**src/rtl/pipe_div.sv**
```systemverilog
// pipe_div: multi-cycle unsigned restoring divider (X = F / D, R = F % D).
// One quotient bit per clock, MSB first, with valid/ready on both sides.
// Optional build macro PIPE_DIV_ROUND_EN: round the quotient half-up
// (R still reports the truncated remainder).
module pipe_div #(
  parameter int N = 10
) (
  input  logic         clk,
  input  logic         rst_n,
  input  logic         in_valid,
  output logic         in_ready,
  input  logic [N-1:0] F,
  input  logic [N-1:0] D,
  output logic         out_valid,
  input  logic         out_ready,
  output logic [N-1:0] X,
  output logic [N-1:0] R,
  output logic         div_zero
);
  localparam int CW = $clog2(N + 1);
  localparam logic [N-1:0]  ONE_N  = N'(1);
  localparam logic [CW-1:0] ONE_CW = CW'(1);

  typedef enum logic [1:0] {IDLE, BUSY, DONE} state_t;

  state_t        state_q, state_d;
  logic [N-1:0]  dvd_q, dvd_d;   // dividend, shifted out MSB first
  logic [N-1:0]  dvs_q, dvs_d;   // divisor
  logic [N:0]    rem_q, rem_d;   // partial remainder, one extra bit for the shift
  logic [N-1:0]  quo_q, quo_d;   // quotient bits collected so far
  logic [CW-1:0] cnt_q, cnt_d;   // steps left
  logic [N-1:0]  x_q, x_d;
  logic [N-1:0]  r_q, r_d;
  logic          dz_q, dz_d;

  logic [N:0]    rem_sh, rem_sub;
  logic          q_bit;
  logic [N-1:0]  quo_nx, x_fin;

  // Next-state and datapath: one restoring step per BUSY edge
  always_comb begin
    state_d = state_q;
    dvd_d   = dvd_q;
    dvs_d   = dvs_q;
    rem_d   = rem_q;
    quo_d   = quo_q;
    cnt_d   = cnt_q;
    x_d     = x_q;
    r_d     = r_q;
    dz_d    = dz_q;

    rem_sh  = {rem_q[N-1:0], dvd_q[N-1]};
    q_bit   = (rem_sh >= {1'b0, dvs_q});
    rem_sub = q_bit ? (rem_sh - {1'b0, dvs_q}) : rem_sh;
    quo_nx  = {quo_q[N-2:0], q_bit};
`ifdef PIPE_DIV_ROUND_EN
    // 2*R >= D in N+1 bits; R < D < 2^N so the doubled value fits
    x_fin   = ({rem_sub[N-1:0], 1'b0} >= {1'b0, dvs_q}) ? (quo_nx + ONE_N) : quo_nx;
`else
    x_fin   = quo_nx;
`endif

    case (state_q)
      IDLE: begin
        if (in_valid) begin
          dvd_d = F;
          dvs_d = D;
          if (D == '0) begin
            x_d     = '1;
            r_d     = F;
            dz_d    = 1'b1;
            state_d = DONE;
          end else begin
            rem_d   = '0;
            quo_d   = '0;
            cnt_d   = CW'(N);
            dz_d    = 1'b0;
            state_d = BUSY;
          end
        end
      end
      BUSY: begin
        rem_d = rem_sub;
        dvd_d = {dvd_q[N-2:0], 1'b0};
        quo_d = quo_nx;
        cnt_d = cnt_q - ONE_CW;
        if (cnt_q == ONE_CW) begin
          x_d     = x_fin;
          r_d     = rem_sub[N-1:0];
          state_d = DONE;
        end
      end
      DONE: begin
        if (out_ready) state_d = IDLE;
      end
      default: state_d = IDLE;
    endcase
  end

  // State and datapath registers; reset drops any operation in flight
  always_ff @(posedge clk or negedge rst_n) begin
    if (!rst_n) begin
      state_q <= IDLE;
      dvd_q   <= '0;
      dvs_q   <= '0;
      rem_q   <= '0;
      quo_q   <= '0;
      cnt_q   <= '0;
      x_q     <= '0;
      r_q     <= '0;
      dz_q    <= 1'b0;
    end else begin
      state_q <= state_d;
      dvd_q   <= dvd_d;
      dvs_q   <= dvs_d;
      rem_q   <= rem_d;
      quo_q   <= quo_d;
      cnt_q   <= cnt_d;
      x_q     <= x_d;
      r_q     <= r_d;
      dz_q    <= dz_d;
    end
  end

  assign in_ready  = (state_q == IDLE);
  assign out_valid = (state_q == DONE);
  assign X         = x_q;
  assign R         = r_q;
  assign div_zero  = dz_q;

endmodule

```
**config.mk**
```make
export PLATFORM = sky130hd
export DESIGN_NAME = pipe_div
export DESIGN_NICKNAME = d
export VERILOG_FILES = /design/src/rtl/pipe_div.sv
export SDC_FILE = /design/constraint.sdc
export NUM_CORES = 1
export LEC_CHECK = 0
export BUFFER_PORTS_ARGS = -buffer_cell sky130_fd_sc_hd__clkbuf_2
export CAP_MARGIN = 25
export CORE_ASPECT_RATIO = 1.4
export CORE_MARGIN = 2
export CORE_UTILIZATION = 50
export DETAILED_ROUTE_END_ITERATION = 8
export PLACE_DENSITY = 0.71
export SLEW_MARGIN = 20
export SYNTH_ARGS = -nofsm -noshare
export SYNTH_HDL_FRONTEND = slang
export SYNTH_SLANG_ARGS = --single-unit
```
**constraint.sdc**
```tcl
create_clock -name clk -period 3.85 [get_ports clk]
set_clock_uncertainty 0.05 [all_clocks]
set_input_delay 0.1925 -clock clk [delete_from_list [all_inputs] [get_ports clk]]
set_output_delay 0.1925 -clock clk [all_outputs]
set_load 0.03 [all_outputs]
```
# Yosys cells after proc, flatten, opt, wreduce, memory -nomap -nowiden
# Cells that the tools add are included.
# W data, S select, Z words.
# op_classes
n_lt_le_gt_ge,1
n_eq_ne,8
n_addsub,2
n_reduce_logical,8
muxes,26
# op_table
cell,count
$mux W10,10
$pmux W10 S2,4
$mux W9,2
$pmux W9 S2,1
$ge A11 B10 Y1,1
$logic_not A10 Y1,1
$sub A10 B10 Y10,1
$mux W2,4
$mux W4,2
$pmux W4 S2,1
$ne A2 B2 Y1 const B,3
$pmux W2 S3,1
$reduce_and A3 Y1,2
$eq A4 B1 Y1 const B,1
$ne A2 B1 Y1 const B,2
$reduce_and A2 Y1,2
$reduce_and A4 Y1,1
$sub A4 B1 Y4 const B,1
$eq A2 B1 Y1 const B,1
$eq A2 B2 Y1 const B,1
$logic_not A2 Y1,1
$reduce_bool A2 Y1,1
$mux W1,1
# word_totals
ff_bits,66
inputBits,24

# Longest topological paths before layout
# depth
ltp_word,4
depth_mapped,10
depth_no_buf,10

# Worst setup path after synthesis
# OpenSTA, ideal clock, no wires.
# synth_path
kind,register to register
from,register dvd_q[9]
to,register rem_q[6]
setup_slack_ps,1701
setup_time_ps,133
required_time_ps,3667
period_less_slack_ps,2149
stages_incl_launch_ff,11
t_arrival_ps,1966
path_cell_list,dfrtp_1 inv_1 ha_1 inv_1 fa_1 nand3_1 nand2_1 and4b_1 a311o_1 mux2i_1 o21ai_0
# synth_between
elab_chain_len,3
word_cells_on_any_way,4
cone_classes,1 x add/sub; 1 x order compare; 2 x mux
# synth_lines
item,line_no,rtl
start: declaration,27,"logic [N-1:0] dvd_q, dvd_d;"
start signal: assignment,114,dvd_q <= dvd_d;
$sub A10 B10 Y10 / $ge A11 B10 Y1 (equally long branches),"54, 53",
$mux W10 *,54,"rem_sub = q_bit ? (rem_sh - {1'b0, dvs_q}) : rem_sh;"
$pmux W10 S2 *,63,case (state_q)
end signal: assignment,116,rem_q <= rem_d;
end: declaration,29,"logic [N:0] rem_q, rem_d;"
# Mark *: on every way between the ends. The rest lies on a longest branch, timed or not.
# A chain may end at the register's enable or synchronous reset.

# Final worst setup path
# layout_path
from,register state_q[1]
to,register r_q[1] (netlist: R[1])
# layout_between
elab_chain_len,3
word_cells_on_any_way,8
cone_classes,4 x eq/ne; 1 x mux; 3 x reduce/logical
# layout_lines
item,line_no,rtl
start: declaration,26,"state_t state_q, state_d;"
start signal: assignment,113,state_q <= state_d;
$eq A2 B1 Y1 / $logic_not A2 Y1 (equally long branches),63,
$ne A2 B2 Y1 (no source line) (tied with other cells),--,
$reduce_and A4 Y1 (no source line),--,
end signal: assignment,120,r_q <= r_d;
end: declaration,33,"logic [N-1:0] r_q, r_d;"
# Several ways; a longest one is shown, not always the timed one.

==> flow_summary.yaml <==
run_status:
  status: "finished clean"
drt:
  dr.pass1.iters: 4
  drc_errors: 0
  m1WireLength_um: 3443
  vias: 2828
  wl_met3_um: 268
  topRoutingLayerUsed: "met4"
  drtIter0Drc: 134
  wl_met2_um: 4333
  vias_per_cell: 5.656
  antenna_left: 0
  drt_wl_total_um: 8327
  wire_per_inst_um: 16.65
logic_synthesis:
  synth.distinct_cells: 49
  async_flop_share_pct: 100.0
  syn_avg_cell_area_sq_um: 9.499
  synth_ff_type: "dfrtp_1"
  syn-num-nets: 397
  yosysWarnings: 0
  yosysSeqAreaShare_pct: 48.30
  ys_ff_latch: 66
  synth-edff-count: 0
  syn_area_sq_um: 3420
  synthCells: 360
worst_setup_path:
  reg2reg_slack_ns: 1.13
  critPathMaxFanout: 21
  cpPeakStageDelay_ns: 0.76
  critPathLaunchType: "flop"
  path_cells: "nor2b_1 -> nand2b_1 -> o21ai_2 -> buf_4 -> nor2_1 -> o22ai_1"
  crit_family: "simple AND/OR/NAND/NOR gates"
  arrival_ns: 2.94
  crit_type: "flop to flop"
  required_ns: 4.06
  cp_num_buf_inv: 1
  crit_path_top_delay_cell: "nor2b_1"
  end_kind: "flop"
grt:
  grt_pass1_wl_um: 13540
  gr-usage-all-layers_pct: 23.77
  grt_pass1_vias: 2754
  grt_max_degree: 40
  grt_overflow: 0
  grt_antenna_before_repair: 0
sta:
  slew_headroom_pct: 35.43
  finalSetupViolations: 0
  max_clock_freq_mhz: 367.2
  fin_crit_ns: 2.723
  final_hold_viol_count: 0
  finalCritPeriodShare_pct: 70.73
  rsz0062_at_grt: "false"
  worstMarginPinSlew_ns: 0.9685
  fin_setup_tns_ns: 0
  drv_slew: 0
  holdWs_ns: 0.01308
floorplanning:
  core_area_sq_um: 6613
  die_h_um: 101.9
  die-width_um: 73.90
  io_pins: 47
  num_rows: 35
  start_util_pct: 51.71
  dieArea_sq_um: 7526
layout:
  ff_latch_area_sq_um: 1652
  multi_input_area_sq_um: 1608
  layout.nets: 440
  fill_cells: 586
  area_growth_pct: 15.55
  final_common_cell: "dfrtp_1"
  layout_common_cells: "dfrtp_1 (66), clkbuf_2 (45), nor2_1 (43)"
  antenna_cells: 0
  drive_above_1_share_pct: 18.87
clocking:
  clockBufferDepth: 2
  cts_buffers: 9
  cts_tree: "yes"
  clkSinkCount: 66
  clk_pin_slew_ns: 0.08
  cts_max_level: 3
  ctsResizeCount: 0
  post_cts_buffers: 0
  clock_latency_ns: 0.34
  root_buffer: "clkbuf_8"
pwr:
  ir_drop_mv: 0.3927
  pwr_density_cell_nw_per_um2: 1027
  total_power_w: 0.004057
  leakage_nw: 1.847
hold_path:
  min_path_type: "input pin to flop"
placement:
  gp_congestion: 0.8872
  dp_hpwl_um: 6153
  port_buffers: 46
job:
  cap_viol_max_count: 0
[layout make-up]
class | instances | share of cell area, %
Multi-Input combinational cell | 256 | 40.69
Clock buffer | 10 | 3.483
Sequential cell | 66 | 41.80
Tap cell | 92 | 2.913
Timing Repair Buffer | 53 | 7.220
Clock inverter | 6 | 2.280
Inverter | 17 | 1.615
[flip-flops by register name, indices dropped and copies added, names as in the netlist]
register  cells
R            10
X            10
cnt_q         4
div_zero      1
dvd_q        10
dvs_q        10
quo_q         9
rem_q        10
state_q       2
[kinds of logic (layout without fill, tap and decap cells)]
kind of cell	Yosys count	after routing	share of synthesized area [%]
compound gates	116	116	22.54
simple gates	111	111	14.60
flops	66	66	48.30
buf+inv	38	86	5.012
fa+ha+maj	13	13	4.976
mux	9	9	2.781
xor+xnor	7	7	1.793
[through the flow]
stage	setup slack [ns]	utilization, %	cells	instance area [sq um]
floorplan	1.701	-	360	3420
global placement	1.159	56.05	482	3706
detailed placement	1.135	56.05	482	3706
CTS	1.121	59.64	499	3944
global route	0.8849	59.75	500	3951
finish	1.127	59.75	500	3951
[metal layers]
| metal | track usage [%] | vias up |
|---|---|---|
| met2 | 39.42 | 62 |
| met3 | 3.748 | 19 |
| li1 | - | 1362 |
| met1 | 29.51 | 1385 |
| met4 | 12.73 | 0 |
| met5 | 0 | - |
[where the power goes]
group | leakage, nW | internal [W] | total (W) | switching (W)
Combinational | 0.947 | 0.000836 | 0.00215 | 0.00132
Sequential | 0.788 | 0.00100 | 0.00125 | 0.000242
Clock | 0.112 | 0.000383 | 0.000657 | 0.000274
[synth_stat cells, drive strengths merged (2+ instances only)]
cell type,instances,area [sq um]
nand2b,3,18.77
xnor2,6,52.55
clkbuf,12,45.04
nand2,37,141.4
a22o,9,78.83
a21oi,23,115.1
a211oi,8,60.06
nor3,9,50.05
mux2i,8,80.08
inv,17,63.81
dfrtp,66,1652
a41oi,2,17.52
o21a,2,15.01
nor2,43,161.4
o22ai,3,18.77
a22oi,20,150.1
buf,9,62.55
a2111oi,2,36.29
nor4,2,12.51
nor2b,5,38.78
o21ai,33,168.9
nand3,4,20.02
nand4,2,12.51
ha,12,150.1
a21o,7,52.55
[final timing paths]
| path | from | end | cells after the start |
|---|---|---|---|
| worst max-delay path | state_q[1] | R[1] | 6 |
| worst min-delay path | D[3] | dvs_q[3] | 3 |
| worst max register to register | state_q[1] | R[1] | 6 |
| worst min register to register | dvs_q[0] | dvs_q[0] | 2 |
| max in group asynchronous | rst_n | R[4] | 3 |
| min in group asynchronous | rst_n | X[1] | 2 |
[tightest hold or removal path, cell delays in order]
cell and delay, ns:
clkbuf_2 0.09, nand2_1 0.04, o21ai_0 0.05
[what timing repair did]
action,in CTS,in global routing
endpoints found under the setup margin,0,0
hold buffers,1,0
endpoints found under the hold margin,38,0
No activity file was read; power rests on OpenSTA's default activity.
